**src/rtl/pipe_pkg.sv**
```systemverilog
// Shared definitions for the pipeline stage register: exception codes and
// the stage occupancy encoding.
package pipe_pkg;

   // Exception codes carried alongside each entry; zero means no exception.
   localparam logic [4:0] EXC_NONE = 5'd0;
   localparam logic [4:0] EXC_ADEL = 5'd4;
   localparam logic [4:0] EXC_ADES = 5'd5;
   localparam logic [4:0] EXC_RI   = 5'd10;
   localparam logic [4:0] EXC_OV   = 5'd12;

   // Stage occupancy: nothing held, main entry only, main plus skid entry.
   typedef enum logic [1:0] {
      ST_EMPTY = 2'd0,
      ST_FULL  = 2'd1,
      ST_SKID  = 2'd2
   } pipe_state_e;

endpackage

```
**src/rtl/pipe_exc_merge.sv**
```systemverilog
// Capture-side exception merge: picks the exception code for an incoming
// entry (upstream code wins over the locally detected one) and clears the
// masked control bits of any excepting entry so it cannot commit state.
module pipe_exc_merge
   import pipe_pkg::*;
#(
   parameter int                CTRL_W    = 64,
   parameter int                EXC_W     = 5,
   parameter logic [CTRL_W-1:0] KILL_MASK = '0
) (
   input  logic [CTRL_W-1:0] in_ctrl,
   input  logic [EXC_W-1:0]  in_exc,
   input  logic [EXC_W-1:0]  local_exc,
   output logic [CTRL_W-1:0] cap_ctrl,
   output logic [EXC_W-1:0]  cap_exc
);

   // Priority select of the exception code, then kill of the masked controls.
   always_comb begin
      cap_exc  = (in_exc != '0) ? in_exc : local_exc;
      cap_ctrl = (cap_exc != '0) ? (in_ctrl & ~KILL_MASK) : in_ctrl;
   end

endmodule

```
**src/rtl/pipe_stage_skid.sv**
```systemverilog
// Pipeline stage register with exception capture and flush.
// Handshake: an entry moves across a port on a rising edge where valid and
// ready are both high; valid never depends on ready of the same port.
// Build option PIPE_SKID_EN: adds a skid entry so in_ready is a pure
// register output; without it the stage is a single entry whose in_ready
// is ~out_valid | out_ready.
module pipe_stage_skid
   import pipe_pkg::*;
#(
   parameter int                DATA_W    = 160,
   parameter int                CTRL_W    = 64,
   parameter int                EXC_W     = 5,
   parameter logic [CTRL_W-1:0] KILL_MASK = '0
) (
   input  logic              clk,
   input  logic              reset,
   input  logic              flush,
   input  logic              in_valid,
   output logic              in_ready,
   input  logic [DATA_W-1:0] in_data,
   input  logic [CTRL_W-1:0] in_ctrl,
   input  logic [EXC_W-1:0]  in_exc,
   input  logic [EXC_W-1:0]  local_exc,
   output logic              out_valid,
   input  logic              out_ready,
   output logic [DATA_W-1:0] out_data,
   output logic [CTRL_W-1:0] out_ctrl,
   output logic [EXC_W-1:0]  out_exc,
   output pipe_state_e       dbg_state
);

   logic [CTRL_W-1:0] cap_ctrl;
   logic [EXC_W-1:0]  cap_exc;

   pipe_state_e       state_q, state_d;
   logic [DATA_W-1:0] main_data_q, main_data_d;
   logic [CTRL_W-1:0] main_ctrl_q, main_ctrl_d;
   logic [EXC_W-1:0]  main_exc_q,  main_exc_d;
`ifdef PIPE_SKID_EN
   logic [DATA_W-1:0] skid_data_q, skid_data_d;
   logic [CTRL_W-1:0] skid_ctrl_q, skid_ctrl_d;
   logic [EXC_W-1:0]  skid_exc_q,  skid_exc_d;
   logic              in_ready_q,  in_ready_d;
`endif

   logic in_xfer, out_xfer;
   assign in_xfer  = in_valid & in_ready;
   assign out_xfer = out_valid & out_ready;

   // One merge unit serves both entries; the skid entry only ever stores
   // what would otherwise have been loaded into main.
   pipe_exc_merge #(
      .CTRL_W    (CTRL_W),
      .EXC_W     (EXC_W),
      .KILL_MASK (KILL_MASK)
   ) u_exc_merge (
      .in_ctrl   (in_ctrl),
      .in_exc    (in_exc),
      .local_exc (local_exc),
      .cap_ctrl  (cap_ctrl),
      .cap_exc   (cap_exc)
   );

   // State and entry registers; reset overrides flush and every transfer.
   always_ff @(posedge clk) begin
      if (reset) begin
         state_q     <= ST_EMPTY;
         main_data_q <= '0;
         main_ctrl_q <= '0;
         main_exc_q  <= '0;
`ifdef PIPE_SKID_EN
         skid_data_q <= '0;
         skid_ctrl_q <= '0;
         skid_exc_q  <= '0;
         in_ready_q  <= 1'b1;
`endif
      end else begin
         state_q     <= state_d;
         main_data_q <= main_data_d;
         main_ctrl_q <= main_ctrl_d;
         main_exc_q  <= main_exc_d;
`ifdef PIPE_SKID_EN
         skid_data_q <= skid_data_d;
         skid_ctrl_q <= skid_ctrl_d;
         skid_exc_q  <= skid_exc_d;
         in_ready_q  <= in_ready_d;
`endif
      end
   end

   // Next occupancy and entry contents; vacated entries are zeroed so that
   // bubbles leave the stage as all-zero without an output mux.
   always_comb begin
      state_d     = state_q;
      main_data_d = main_data_q;
      main_ctrl_d = main_ctrl_q;
      main_exc_d  = main_exc_q;
`ifdef PIPE_SKID_EN
      skid_data_d = skid_data_q;
      skid_ctrl_d = skid_ctrl_q;
      skid_exc_d  = skid_exc_q;
`endif
      if (flush) begin
         state_d     = ST_EMPTY;
         main_data_d = '0;
         main_ctrl_d = '0;
         main_exc_d  = '0;
`ifdef PIPE_SKID_EN
         skid_data_d = '0;
         skid_ctrl_d = '0;
         skid_exc_d  = '0;
`endif
      end else begin
         case (state_q)
            ST_EMPTY: begin
               if (in_xfer) begin
                  state_d     = ST_FULL;
                  main_data_d = in_data;
                  main_ctrl_d = cap_ctrl;
                  main_exc_d  = cap_exc;
               end
            end
            ST_FULL: begin
               if (in_xfer && out_xfer) begin
                  main_data_d = in_data;
                  main_ctrl_d = cap_ctrl;
                  main_exc_d  = cap_exc;
               end else if (out_xfer) begin
                  state_d     = ST_EMPTY;
                  main_data_d = '0;
                  main_ctrl_d = '0;
                  main_exc_d  = '0;
`ifdef PIPE_SKID_EN
               end else if (in_xfer) begin
                  state_d     = ST_SKID;
                  skid_data_d = in_data;
                  skid_ctrl_d = cap_ctrl;
                  skid_exc_d  = cap_exc;
`endif
               end
            end
`ifdef PIPE_SKID_EN
            ST_SKID: begin
               if (out_xfer) begin
                  state_d     = ST_FULL;
                  main_data_d = skid_data_q;
                  main_ctrl_d = skid_ctrl_q;
                  main_exc_d  = skid_exc_q;
                  skid_data_d = '0;
                  skid_ctrl_d = '0;
                  skid_exc_d  = '0;
               end
            end
`endif
            default: state_d = ST_EMPTY;
         endcase
      end
`ifdef PIPE_SKID_EN
      in_ready_d = (state_d != ST_SKID);
`endif
   end

   // Outputs decoded from the registered state; only the single-entry
   // build lets out_ready reach in_ready.
   always_comb begin
      out_valid = (state_q != ST_EMPTY);
`ifdef PIPE_SKID_EN
      in_ready  = in_ready_q;
`else
      in_ready  = (state_q == ST_EMPTY) | out_ready;
`endif
      out_data  = main_data_q;
      out_ctrl  = main_ctrl_q;
      out_exc   = main_exc_q;
      dbg_state = state_q;
   end

endmodule

```
**config.mk**
```make
export PLATFORM = sky130hd
export DESIGN_NAME = pipe_stage_skid
export DESIGN_NICKNAME = d
export VERILOG_FILES = /design/src/rtl/pipe_pkg.sv /design/src/rtl/pipe_exc_merge.sv /design/src/rtl/pipe_stage_skid.sv
export SDC_FILE = /design/constraint.sdc
export NUM_CORES = 1
export LEC_CHECK = 0
export ABC_AREA = 1
export ABC_CLOCK_PERIOD_IN_PS = 2600
export CAP_MARGIN = 0
export CELL_PAD_IN_SITES_DETAIL_PLACEMENT = 0
export CELL_PAD_IN_SITES_GLOBAL_PLACEMENT = 1
export CORE_MARGIN = 8
export CORE_UTILIZATION = 27
export CTS_CLUSTER_DIAMETER = 80
export DETAILED_ROUTE_END_ITERATION = 10
export PLACE_DENSITY_LB_ADDON = 0.15
export SYNTH_ARGS = -nofsm -noshare
export SYNTH_HDL_FRONTEND = slang
export SYNTH_SLANG_ARGS = --single-unit
```
**constraint.sdc**
```tcl
create_clock -name clk -period 2.6 [get_ports clk]
set_input_delay 0.39 -clock clk [delete_from_list [all_inputs] [get_ports clk]]
set_output_delay 0.39 -clock clk [all_outputs]
set_load 0.005 [all_outputs]
```
==> results_dict.tcl <==
set metrics [dict create \
    dp_hpwl_um 24300 \
    dr.pass1.iters 4 \
    synthCells 1020 \
    power_frac_comb_pct 12.8 \
    required_ns 2.21 \
    holdCritStartpoint "in_data[150]" \
    totalPowerFinal_mw 8.49 \
    status "completed" \
    cts-hold-fix-buffers 0 \
    finalSetupViolations 0 \
    sw_frac_of_total_pct 23.8 \
    power_density_nw_per_um2 609 \
    power_frac_seq_pct 43.5 \
    drc_errors 0 \
    drive_gt1_share_pct 4.26 \
    critPathKind "flop to output pin" \
    wire_per_inst_um 18.1 \
    syn-cell-area_um2 7960 \
    reg2reg_from "dbg_state[0]" \
    syn-mean-instance-area_um2 7.80 \
    async_flop_share_pct 0 \
    drtIter0Drc 394 \
    synth_cell_type_count 14 \
    tritoncts "done" \
    slew_headroom_pct 63.0 \
    ant_nets 0 \
    fmax_mhz 483 \
    post-synth-top-count-cell "nand2_1" \
    worst_slew_pin_slew_ns 0.555 \
    finClkSkew_ns 0.00815 \
    power.share.clock_pct 43.7 \
    rr_worst_depth 5 \
    routed_wl_um 34000 \
    insertion_delay_ns 0.52 \
    avgViaCountPerCell 4.38 \
    syn_nets 1259 \
    first_global_vias 8231 \
    numCtsBuffers 27 \
    hold-path-cell-count 3 \
    final_hold_viol_count 0 \
    yosysTopAreaCell "dfxtp_1" \
    worstPathMaxFanout 5 \
    rows 63 \
    fin_crit_sh_pct 79.5 \
    worstPathArrival_ns 1.68 \
    setup_tns_ns 0 \
    place_ws_ns 0.499 \
    finalCoreUtilization_pct 47.6 \
    htree_num_levels 1 \
    cts.sinks 230 \
    synth-seq-area-share_pct 57.9 \
    worst_slack_ns 0.532 \
    place.gp.congestion 0.791 \
    ys_top_cells_by_count "464 x nand2_1, 230 x a21oi_1, 230 x dfxtp_1" \
    start_kind "flop" \
    die_w_um 188 \
    coreArea_um2 29300 \
    grt_pass1_wl_um 50600 \
    maxCapViolCount 0 \
    finalMaxSlewViolations 0 \
    hold_path_class "primary input to flop" \
    initial_utilization_pct 27.1 \
    cts_resized 0 \
    portBuffers 470 \
    synth.area.top_cells "dfxtp_1 58%, nand2_1 22%, a21oi_1 14%" \
    area_growth_pct 75.3 \
    die_area_um2 35200 \
    synth_edf_count 0 \
    track_usage_pct 18.1 \
    antenna_found_initial 5 \
    ys_ff_latch 230 \
    endpoint_kind "output pin" \
    io_pins 472 \
    p_sw_mw 2.02 \
    synth_warnings 0 \
    rr_endpoint "out_data[18]" \
    holdWs_ns 0.417 \
    overflow 0 \
    cts_setup_buffers 0 \
    vdd_drop_max_v 0.000471 \
    finalNetCount 1699 \
    synth_top_area_share_pct 57.9 \
    vias 8209 \
    grt_start_max_net_pins 119 \
    hold_end "out_data[150]" \
    synth-main-ff-cell "dfxtp_1" \
    clk_path_buf_depth 3 \
    fin_crit_ns 2.07 \
    p_int_mw 6.47 \
    die-height_um 188 \
    clk_pin_slew_ns 0.06 \
    reg2reg_slack_ns 0.96 \
    leakagePower_nw 5.08 \
    root_buffer "clkbuf_16" \
    rsz0062_at_grt "false" \
    worstSetupStartpoint "dbg_state[0]" \
]
cells by family (layout without fill, tap and decap cells):
family                 count (synthesis)  in the layout  synth area share [%]
AOI/OAI and AO/OA                    232            232                  14.6
buffers and inverters                 85            544                  5.02
and+or+nand+nor                      472            472                  22.4
other                                  1              5                0.0471
DFF                                  230            230                  57.9
per-layer routing:
metal	global-route usage (%)	wire [um]
met1	19.9	13100
met2	29.8	15700
met3	9.60	4300
met4	5.67	866
met5	0	8
stage by stage:
step / std cells / instance area (um^2)
final: 1873 / 14000
after global routing: 1873 / 14000
after CTS: 1869 / 13900
after detailed placement: 1821 / 13100
after global placement: 1821 / 13100
after floorplan: 1020 / 7960
final cells by class:
class | instances | area, um^2
fillers | 2904 | 15400
repair buffers | 489 | 4980
flip-flops and latches | 230 | 4600
multi-input cells | 705 | 2980
clock buffers | 41 | 798
well taps | 390 | 488
clock inverters | 7 | 63.8
inverters | 7 | 26.3
diodes | 4 | 10.0
worst max-delay path, stage by stage (launching register included):
cell and delay (ns):
dfxtp_1 0.48, nand2_1 0.19, clkdlybuf4s50_1 0.49
registers in the layout, indices dropped and copies added (netlist names):
register / count
dbg_state: 1
out_ctrl: 64
out_data: 160
out_exc: 5
cell usage in the layout, fill, tap and decap left out, types with 2 or more instances in the layout:
cell	count
inv_1	7
nand2_1	464
clkinv_2	5
dfxtp_1	230
nor2_1	2
clkbuf_16	27
nand4_1	5
diode_2	4
a21oi_1	230
clkbuf_8	7
clkdlybuf4s50_1	470
clkbuf_1	7
buf_12	11
buf_4	8
how the worst max path moves through the flow:
stage	endpoint	slack, ns	cells after the start
after floorplan	out_ctrl[0]	1.29	5
after global placement	out_ctrl[25]	0.53	7
after detailed placement	out_ctrl[25]	0.50	7
after CTS	in_ready	0.49	2
after global routing	in_ready	0.42	2
final	in_ready	0.53	2
power by group through the flow:
stage / Clock, mW / Sequential [mW] / Combinational [mW]
after floorplan: 0 / 3.78 / 0.353
after global placement: 0 / 3.77 / 1.10
after detailed placement: 0 / 3.77 / 1.10
after CTS: 3.84 / 3.69 / 1.11
after global routing: 3.99 / 3.71 / 1.18
final: 3.71 / 3.69 / 1.09
Note: power is estimated with default switching activity, not from simulation.
